$ cat config.mk
export PLATFORM = sky130hd
export DESIGN_NAME = memory_port_arbiter
export DESIGN_NICKNAME = d
export VERILOG_FILES = /design/src/rtl/memory_port_arbiter.sv
export SDC_FILE = /design/constraint.sdc
export NUM_CORES = 1
export LEC_CHECK = 0
export ABC_AREA = 1
export CAP_MARGIN = 20
export CORE_MARGIN = 5
export CORE_UTILIZATION = 30
export DETAILED_ROUTE_END_ITERATION = 10
export PLACE_DENSITY = 0.65
export SYNTH_ARGS = -nofsm -noshare
export SYNTH_HDL_FRONTEND = slang
export SYNTH_SLANG_ARGS = --single-unit
export TNS_END_PERCENT = 100
$ cat constraint.sdc
create_clock -name clk -period 1.75 [get_ports clk]
set_clock_uncertainty 0.1 [all_clocks]
set_input_delay 0.4375 -clock clk [delete_from_list [all_inputs] [get_ports clk]]
set_output_delay 0.4375 -clock clk [all_outputs]
set_load 0.01 [all_outputs]
$ cat src/rtl/memory_port_arbiter.sv
// Arbiter sharing one single-port memory between instruction fetch and data access.
// Data has priority; a starvation counter forces a fetch grant, and a wait timer aborts hung accesses.
module memory_port_arbiter #(
    parameter int unsigned TIMEOUT      = 16,
    parameter int unsigned STARVE_LIMIT = 4
) (
    input  logic        clk,
    input  logic        rst_n,
    input  logic        if_req,
    input  logic [31:0] if_addr,
    input  logic        mem_req,
    input  logic        mem_we,
    input  logic [31:0] mem_addr,
    input  logic [31:0] mem_wdata,
    output logic        if_done,
    output logic [31:0] if_rdata,
    output logic        mem_done,
    output logic [31:0] mem_rdata,
    output logic        stall_if,
    output logic        stall_mem,
    output logic        ram_req,
    output logic        ram_we,
    output logic [31:0] ram_addr,
    output logic [31:0] ram_wdata,
    input  logic        ram_ack,
    input  logic [31:0] ram_rdata,
    output logic        bus_err
);

    typedef enum logic [1:0] {
        IDLE,
        IF_BUSY,
        MEM_BUSY
    } state_e;

    localparam int unsigned WAIT_W = (TIMEOUT > 2) ? $clog2(TIMEOUT) : 1;
    localparam logic [WAIT_W-1:0] WAIT_LAST = WAIT_W'(TIMEOUT - 1);
    localparam logic [2:0] STARVE_MAX = 3'(STARVE_LIMIT);

    state_e             state_q, state_d;
    logic [2:0]         starve_cnt_q, starve_cnt_d;
    logic [WAIT_W-1:0]  wait_cnt_q, wait_cnt_d;
    logic               ram_req_q, ram_req_d;
    logic               ram_we_q, ram_we_d;
    logic [31:0]        ram_addr_q, ram_addr_d;
    logic [31:0]        ram_wdata_q, ram_wdata_d;
    logic               if_done_q, if_done_d;
    logic               mem_done_q, mem_done_d;
    logic [31:0]        if_rdata_q, if_rdata_d;
    logic [31:0]        mem_rdata_q, mem_rdata_d;
    logic               bus_err_q, bus_err_d;

    logic if_elig, mem_elig, done_bubble;
    logic grant_if, grant_mem;
    logic finish, timed_out;

    always_comb begin
        if_elig     = if_req & ~if_done_q;
        mem_elig    = mem_req & ~mem_done_q;
        // A done cycle is a bubble so a requester re-raising after its done still competes.
        done_bubble = if_done_q | mem_done_q;

        grant_if  = 1'b0;
        grant_mem = 1'b0;
        if (state_q == IDLE && !done_bubble) begin
            if (mem_elig && !(if_elig && starve_cnt_q == STARVE_MAX)) begin
                grant_mem = 1'b1;
            end else if (if_elig) begin
                grant_if = 1'b1;
            end
        end

        timed_out = (state_q != IDLE) && !ram_ack && (wait_cnt_q == WAIT_LAST);
        finish    = (state_q != IDLE) && (ram_ack || timed_out);
    end

    always_comb begin
        state_d      = state_q;
        starve_cnt_d = starve_cnt_q;
        wait_cnt_d   = wait_cnt_q;
        ram_req_d    = ram_req_q;
        ram_we_d     = ram_we_q;
        ram_addr_d   = ram_addr_q;
        ram_wdata_d  = ram_wdata_q;
        if_done_d    = 1'b0;
        mem_done_d   = 1'b0;
        if_rdata_d   = if_rdata_q;
        mem_rdata_d  = mem_rdata_q;
        bus_err_d    = bus_err_q;

        case (state_q)
            IDLE: begin
                if (grant_mem) begin
                    state_d     = MEM_BUSY;
                    wait_cnt_d  = '0;
                    ram_req_d   = 1'b1;
                    ram_we_d    = mem_we;
                    ram_addr_d  = mem_addr;
                    ram_wdata_d = mem_wdata;
                end else if (grant_if) begin
                    state_d     = IF_BUSY;
                    wait_cnt_d  = '0;
                    ram_req_d   = 1'b1;
                    ram_we_d    = 1'b0;
                    ram_addr_d  = if_addr;
                    ram_wdata_d = '0;
                end
            end
            IF_BUSY: begin
                if (finish) begin
                    state_d    = IDLE;
                    ram_req_d  = 1'b0;
                    if_done_d  = 1'b1;
                    if_rdata_d = ram_ack ? ram_rdata : '0;
                end else begin
                    wait_cnt_d = wait_cnt_q + WAIT_W'(1);
                end
            end
            MEM_BUSY: begin
                if (finish) begin
                    state_d    = IDLE;
                    ram_req_d  = 1'b0;
                    mem_done_d = 1'b1;
                    if (!ram_ack) begin
                        mem_rdata_d = '0;
                    end else if (!ram_we_q) begin
                        mem_rdata_d = ram_rdata;
                    end
                end else begin
                    wait_cnt_d = wait_cnt_q + WAIT_W'(1);
                end
            end
            default: begin
                state_d   = IDLE;
                ram_req_d = 1'b0;
            end
        endcase

        if (timed_out) begin
            bus_err_d = 1'b1;
        end

        // Starvation only accrues while a fetch is actually waiting.
        if (!if_req || grant_if) begin
            starve_cnt_d = '0;
        end else if (grant_mem && starve_cnt_q < STARVE_MAX) begin
            starve_cnt_d = starve_cnt_q + 3'd1;
        end
    end

    always_ff @(posedge clk) begin
        if (!rst_n) begin
            state_q      <= IDLE;
            starve_cnt_q <= '0;
            wait_cnt_q   <= '0;
            ram_req_q    <= 1'b0;
            ram_we_q     <= 1'b0;
            ram_addr_q   <= '0;
            ram_wdata_q  <= '0;
            if_done_q    <= 1'b0;
            mem_done_q   <= 1'b0;
            if_rdata_q   <= '0;
            mem_rdata_q  <= '0;
            bus_err_q    <= 1'b0;
        end else begin
            state_q      <= state_d;
            starve_cnt_q <= starve_cnt_d;
            wait_cnt_q   <= wait_cnt_d;
            ram_req_q    <= ram_req_d;
            ram_we_q     <= ram_we_d;
            ram_addr_q   <= ram_addr_d;
            ram_wdata_q  <= ram_wdata_d;
            if_done_q    <= if_done_d;
            mem_done_q   <= mem_done_d;
            if_rdata_q   <= if_rdata_d;
            mem_rdata_q  <= mem_rdata_d;
            bus_err_q    <= bus_err_d;
        end
    end

    assign if_done   = if_done_q;
    assign if_rdata  = if_rdata_q;
    assign mem_done  = mem_done_q;
    assign mem_rdata = mem_rdata_q;
    assign ram_req   = ram_req_q;
    assign ram_we    = ram_we_q;
    assign ram_addr  = ram_addr_q;
    assign ram_wdata = ram_wdata_q;
    assign bus_err   = bus_err_q;
    assign stall_if  = if_req & ~if_done_q;
    assign stall_mem = mem_req & ~mem_done_q;

endmodule

==> results of run 1 <==
## cells by family after synthesis
family | share of synthesized area [%]
flops | 48.7
compound gates | 15.3
simple gates | 24.4
xor+xnor | 0.150
fa+ha+maj | 1.29
buf+inv | 10.2
## cells in the mapped netlist (all sizes together)
cell type	instances	area (µm²)
ha	6	75.1
nand3	106	541
nand3b	1	7.51
clkbuf	37	139
inv	83	312
o21ai	32	160
nor2	17	71.3
nand2	158	596
or2	1	6.26
nand4	32	200
dfxtp	142	2840
buf	28	145
a21boi	1	7.51
a31oi	32	200
a21oi	105	526
xor2	1	8.76
## sequential cells by signal (all words and copies together) (netlist names)
name	count
if_rdata	32
mem_rdata	32
ram_addr	32
ram_wdata	32
wait_cnt_q	4
starve_cnt_q	3
state_q	2
bus_err	1
if_done	1
mem_done	1
ram_req	1
ram_we	1
## final cells by class
class                      count  share of cell area [%]
clock buffer                  18                    4.32
clock inverter                14                    1.19
inverter                      83                    3.15
multi-input combinational    493                    25.4
sequential                   142                    28.1
tap                          265                    3.26
timing repair buffer         341                    34.7
## tightest hold or removal path, delay by kind of cell, from the launching register on
family | cells | cell delay (ps)
AO/OA/AOI/OAI | 1 | 50
buffers and inverters | 1 | 40
flip-flops | 1 | 310
## per-layer routing
layer / up-vias / GRT usage, % / wire length, µm
met5: - / 0 / 0
met4: 0 / 6.32 / 480
met3: 32 / 4.91 / 1690
met2: 208 / 29.8 / 11100
met1: 3017 / 22.9 / 9370
li1: 3219 / - / -
## how the worst max path moves through the flow
stage	to	slack, ps
after global placement	stall_mem	-450
after global routing	wait_cnt_q[1]	-60
final	stall_mem	40
after detailed placement	wait_cnt_q[2]	-470
after CTS	stall_mem	-8
after floorplan	ram_wdata[10]	60
## stage by stage
step / hold WS, ps / worst slack (ps) / cells
after floorplan: 340 / 64.9 / 782
after global placement: 330 / -445 / 1298
after detailed placement: 337 / -467 / 1298
after CTS: 344 / -8.07 / 1335
after global routing: 361 / -60.1 / 1356
final: 339 / 39.9 / 1356
## power breakdown
part | switching (W) | total, W | internal (W)
Clock | 0.00156 | 0.00345 | 0.00190
Combinational | 0.00270 | 0.00508 | 0.00239
Sequential | 0.000256 | 0.00400 | 0.00374
Total | 0.00451 | 0.0125 | 0.00802
## what timing repair did
action	4_1_cts	5_1_grt
setup buffers	3	6
setup endpoints to repair	229	132
resized for setup	154	83
gates cloned	2	15
pin swaps	5	10
==> reports/results.tsv, run 1 <==
stage	metric	value	unit
status	outcome	finished clean	
global_routing	gr ovfl total	0	
cells_and_area	Final nets	1218	
route	vias per cell	4.78	
global_routing	largest net degree at the start of global routing	40	
setup_path	Critical Path AT	1170	ps
setup_path	family with the most delay on the worst path	buffers and inverters	
global_routing	vias in the first global route	6099	
clock_tree	Max clock buf depth	2	
clock_tree	clock-pin slew on the worst setup and hold paths	60	ps
setup_path	Reg2Reg Depth	9	
flow_run	maximum capacitance violations	0	
setup_path	Worst setup EP type	primary output	
global_routing	global-route wire length before repair	32500	µm
floorplan	initial core utilization	30.2	%
route	Total Wirelength	22700	µm
sta	final period demand of the worst path	1710	ps
hold_path	Hold Path Origin	mem_rdata[30]	
clock_tree	CTS Root Cell	clkbuf_16	
cells_and_area	Diodes inserted	0	
setup_path	Startpoint Class	input port	
route	wire per inst	16.7	µm
logic_synthesis	synthesized instance count	782	
sta	Max-Slew Margin vs Limit	74.3	%
setup_path	worst path bufs/invs	3	
sta	setup violators final	0	
cells_and_area	Multi-input gate area	2580	µm²
power	Tot Pwr	0.0125	W
floorplan	row count	51	
setup_path	RR Endpoint	mem_rdata[28]	
setup_path	FF-to-FF Start	wait_cnt_q[0]	
hold_path	Hold WC Path Type	register to register	
cells_and_area	Area Growth Syn to Fin	74.3	%
cells_and_area	most frequent cells in the layout	nand2_1, dfxtp_1, dlygate4sd2_1, clkdlybuf4s50_1, nand3_1	
hold_path	WHS Endpoint	mem_rdata[30]	
sta	share of the clock period used by the worst path	97.7	%
route	initial detailed-routing violation count	332	
logic_synthesis	Avg Inst Size Synth	7.46	µm²
clock_tree	H-tree Lvls	4	
cells_and_area	Finished Cell Area	10200	µm²
floorplan	Ports	269	
sta	FMAX	0.585	GHz
setup_path	worst-path cell chain	clkdlybuf4s50_1, inv_1, nor2_2, buf_4	
sta	worst slew pin tran	386	ps
cells_and_area	final core occ	52.6	%
cells_and_area	FF+latch area	2860	µm²
clock_tree	CTS Buf Count	17	
logic_synthesis	synthesized flop and latch total	142	
route	DRT antenna net count	0	
setup_path	highest net fanout along the worst path	2	
placement	number of port buffers	268	
setup_path	critical path launch point	mem_req	
route	DR vias	6476	
placement	Cell Area, Placed	9130	µm²
cells_and_area	most common cell after layout, fill and taps aside	nand2_1	
setup_path	CP peak stage delay	450	ps
setup_path	Setup CP Type	input port to primary output	
sta	Slew Limit Fails	0	
floorplan	die area	22300	µm²
placement	Final Wtd Congestion	0.795	
setup_path	Slowest-stage cell, CP	clkdlybuf4s50_1	
global_routing	Total GRT Usage	18.1	%
sta	final-report hold violation count	0	
route	Residual DRC	0	
logic_synthesis	Unique masters post-synth	23	
cells_and_area	share of layout cells above drive strength 1	14.3	%
placement	Detailed Place HPWL	14500	µm
sta	RSZ-0062 raised after global routing	yes	
setup_path	number of cells on the critical path	4	
clock_tree	Num Clock Sinks	142	
floorplan	Die H	149	µm
power	cell area power density	1230	nW/µm²
power	peak supply drop	0.635	mV
setup_path	WP data required	1210	ps
clock_tree	CTS hold repair buffers	0	
logic_synthesis	Yosys Warn Count	0	
clock_tree	CTS tree	yes	
floorplan	area of the core	19300	µm²
floorplan	die width	149	µm
logic_synthesis	synthesized area	5840	µm²
logic_synthesis	Seq/Total Area, Yosys	48.7	%
clock_tree	clk_lat worst skew	410	ps
cells_and_area	fill count	1888	
hold_path	Hold Path Depth	2	
setup_path	Reg2Reg Setup Slack	50	ps
power	Leakage	4.58	nW
sta	setup TNS	0	ps
global_routing	initial antenna violation count	0	
logic_synthesis	Post-Syn Nets	922	
route	DRT Pass-1 Iters	4	
Power figures use the tool's default switching activity.
==> run 2, diff against run 1 <==
--- a/config.mk
+++ b/config.mk
@@ -11,6 +11,7 @@
 export CORE_UTILIZATION = 30
 export DETAILED_ROUTE_END_ITERATION = 10
 export PLACE_DENSITY = 0.65
+export SLEW_MARGIN = 20
 export SYNTH_ARGS = -nofsm -noshare
 export SYNTH_HDL_FRONTEND = slang
 export SYNTH_SLANG_ARGS = --single-unit
==> results of run 2 <==
No change in the layout: final DEF, timing and power equal those of run 1.
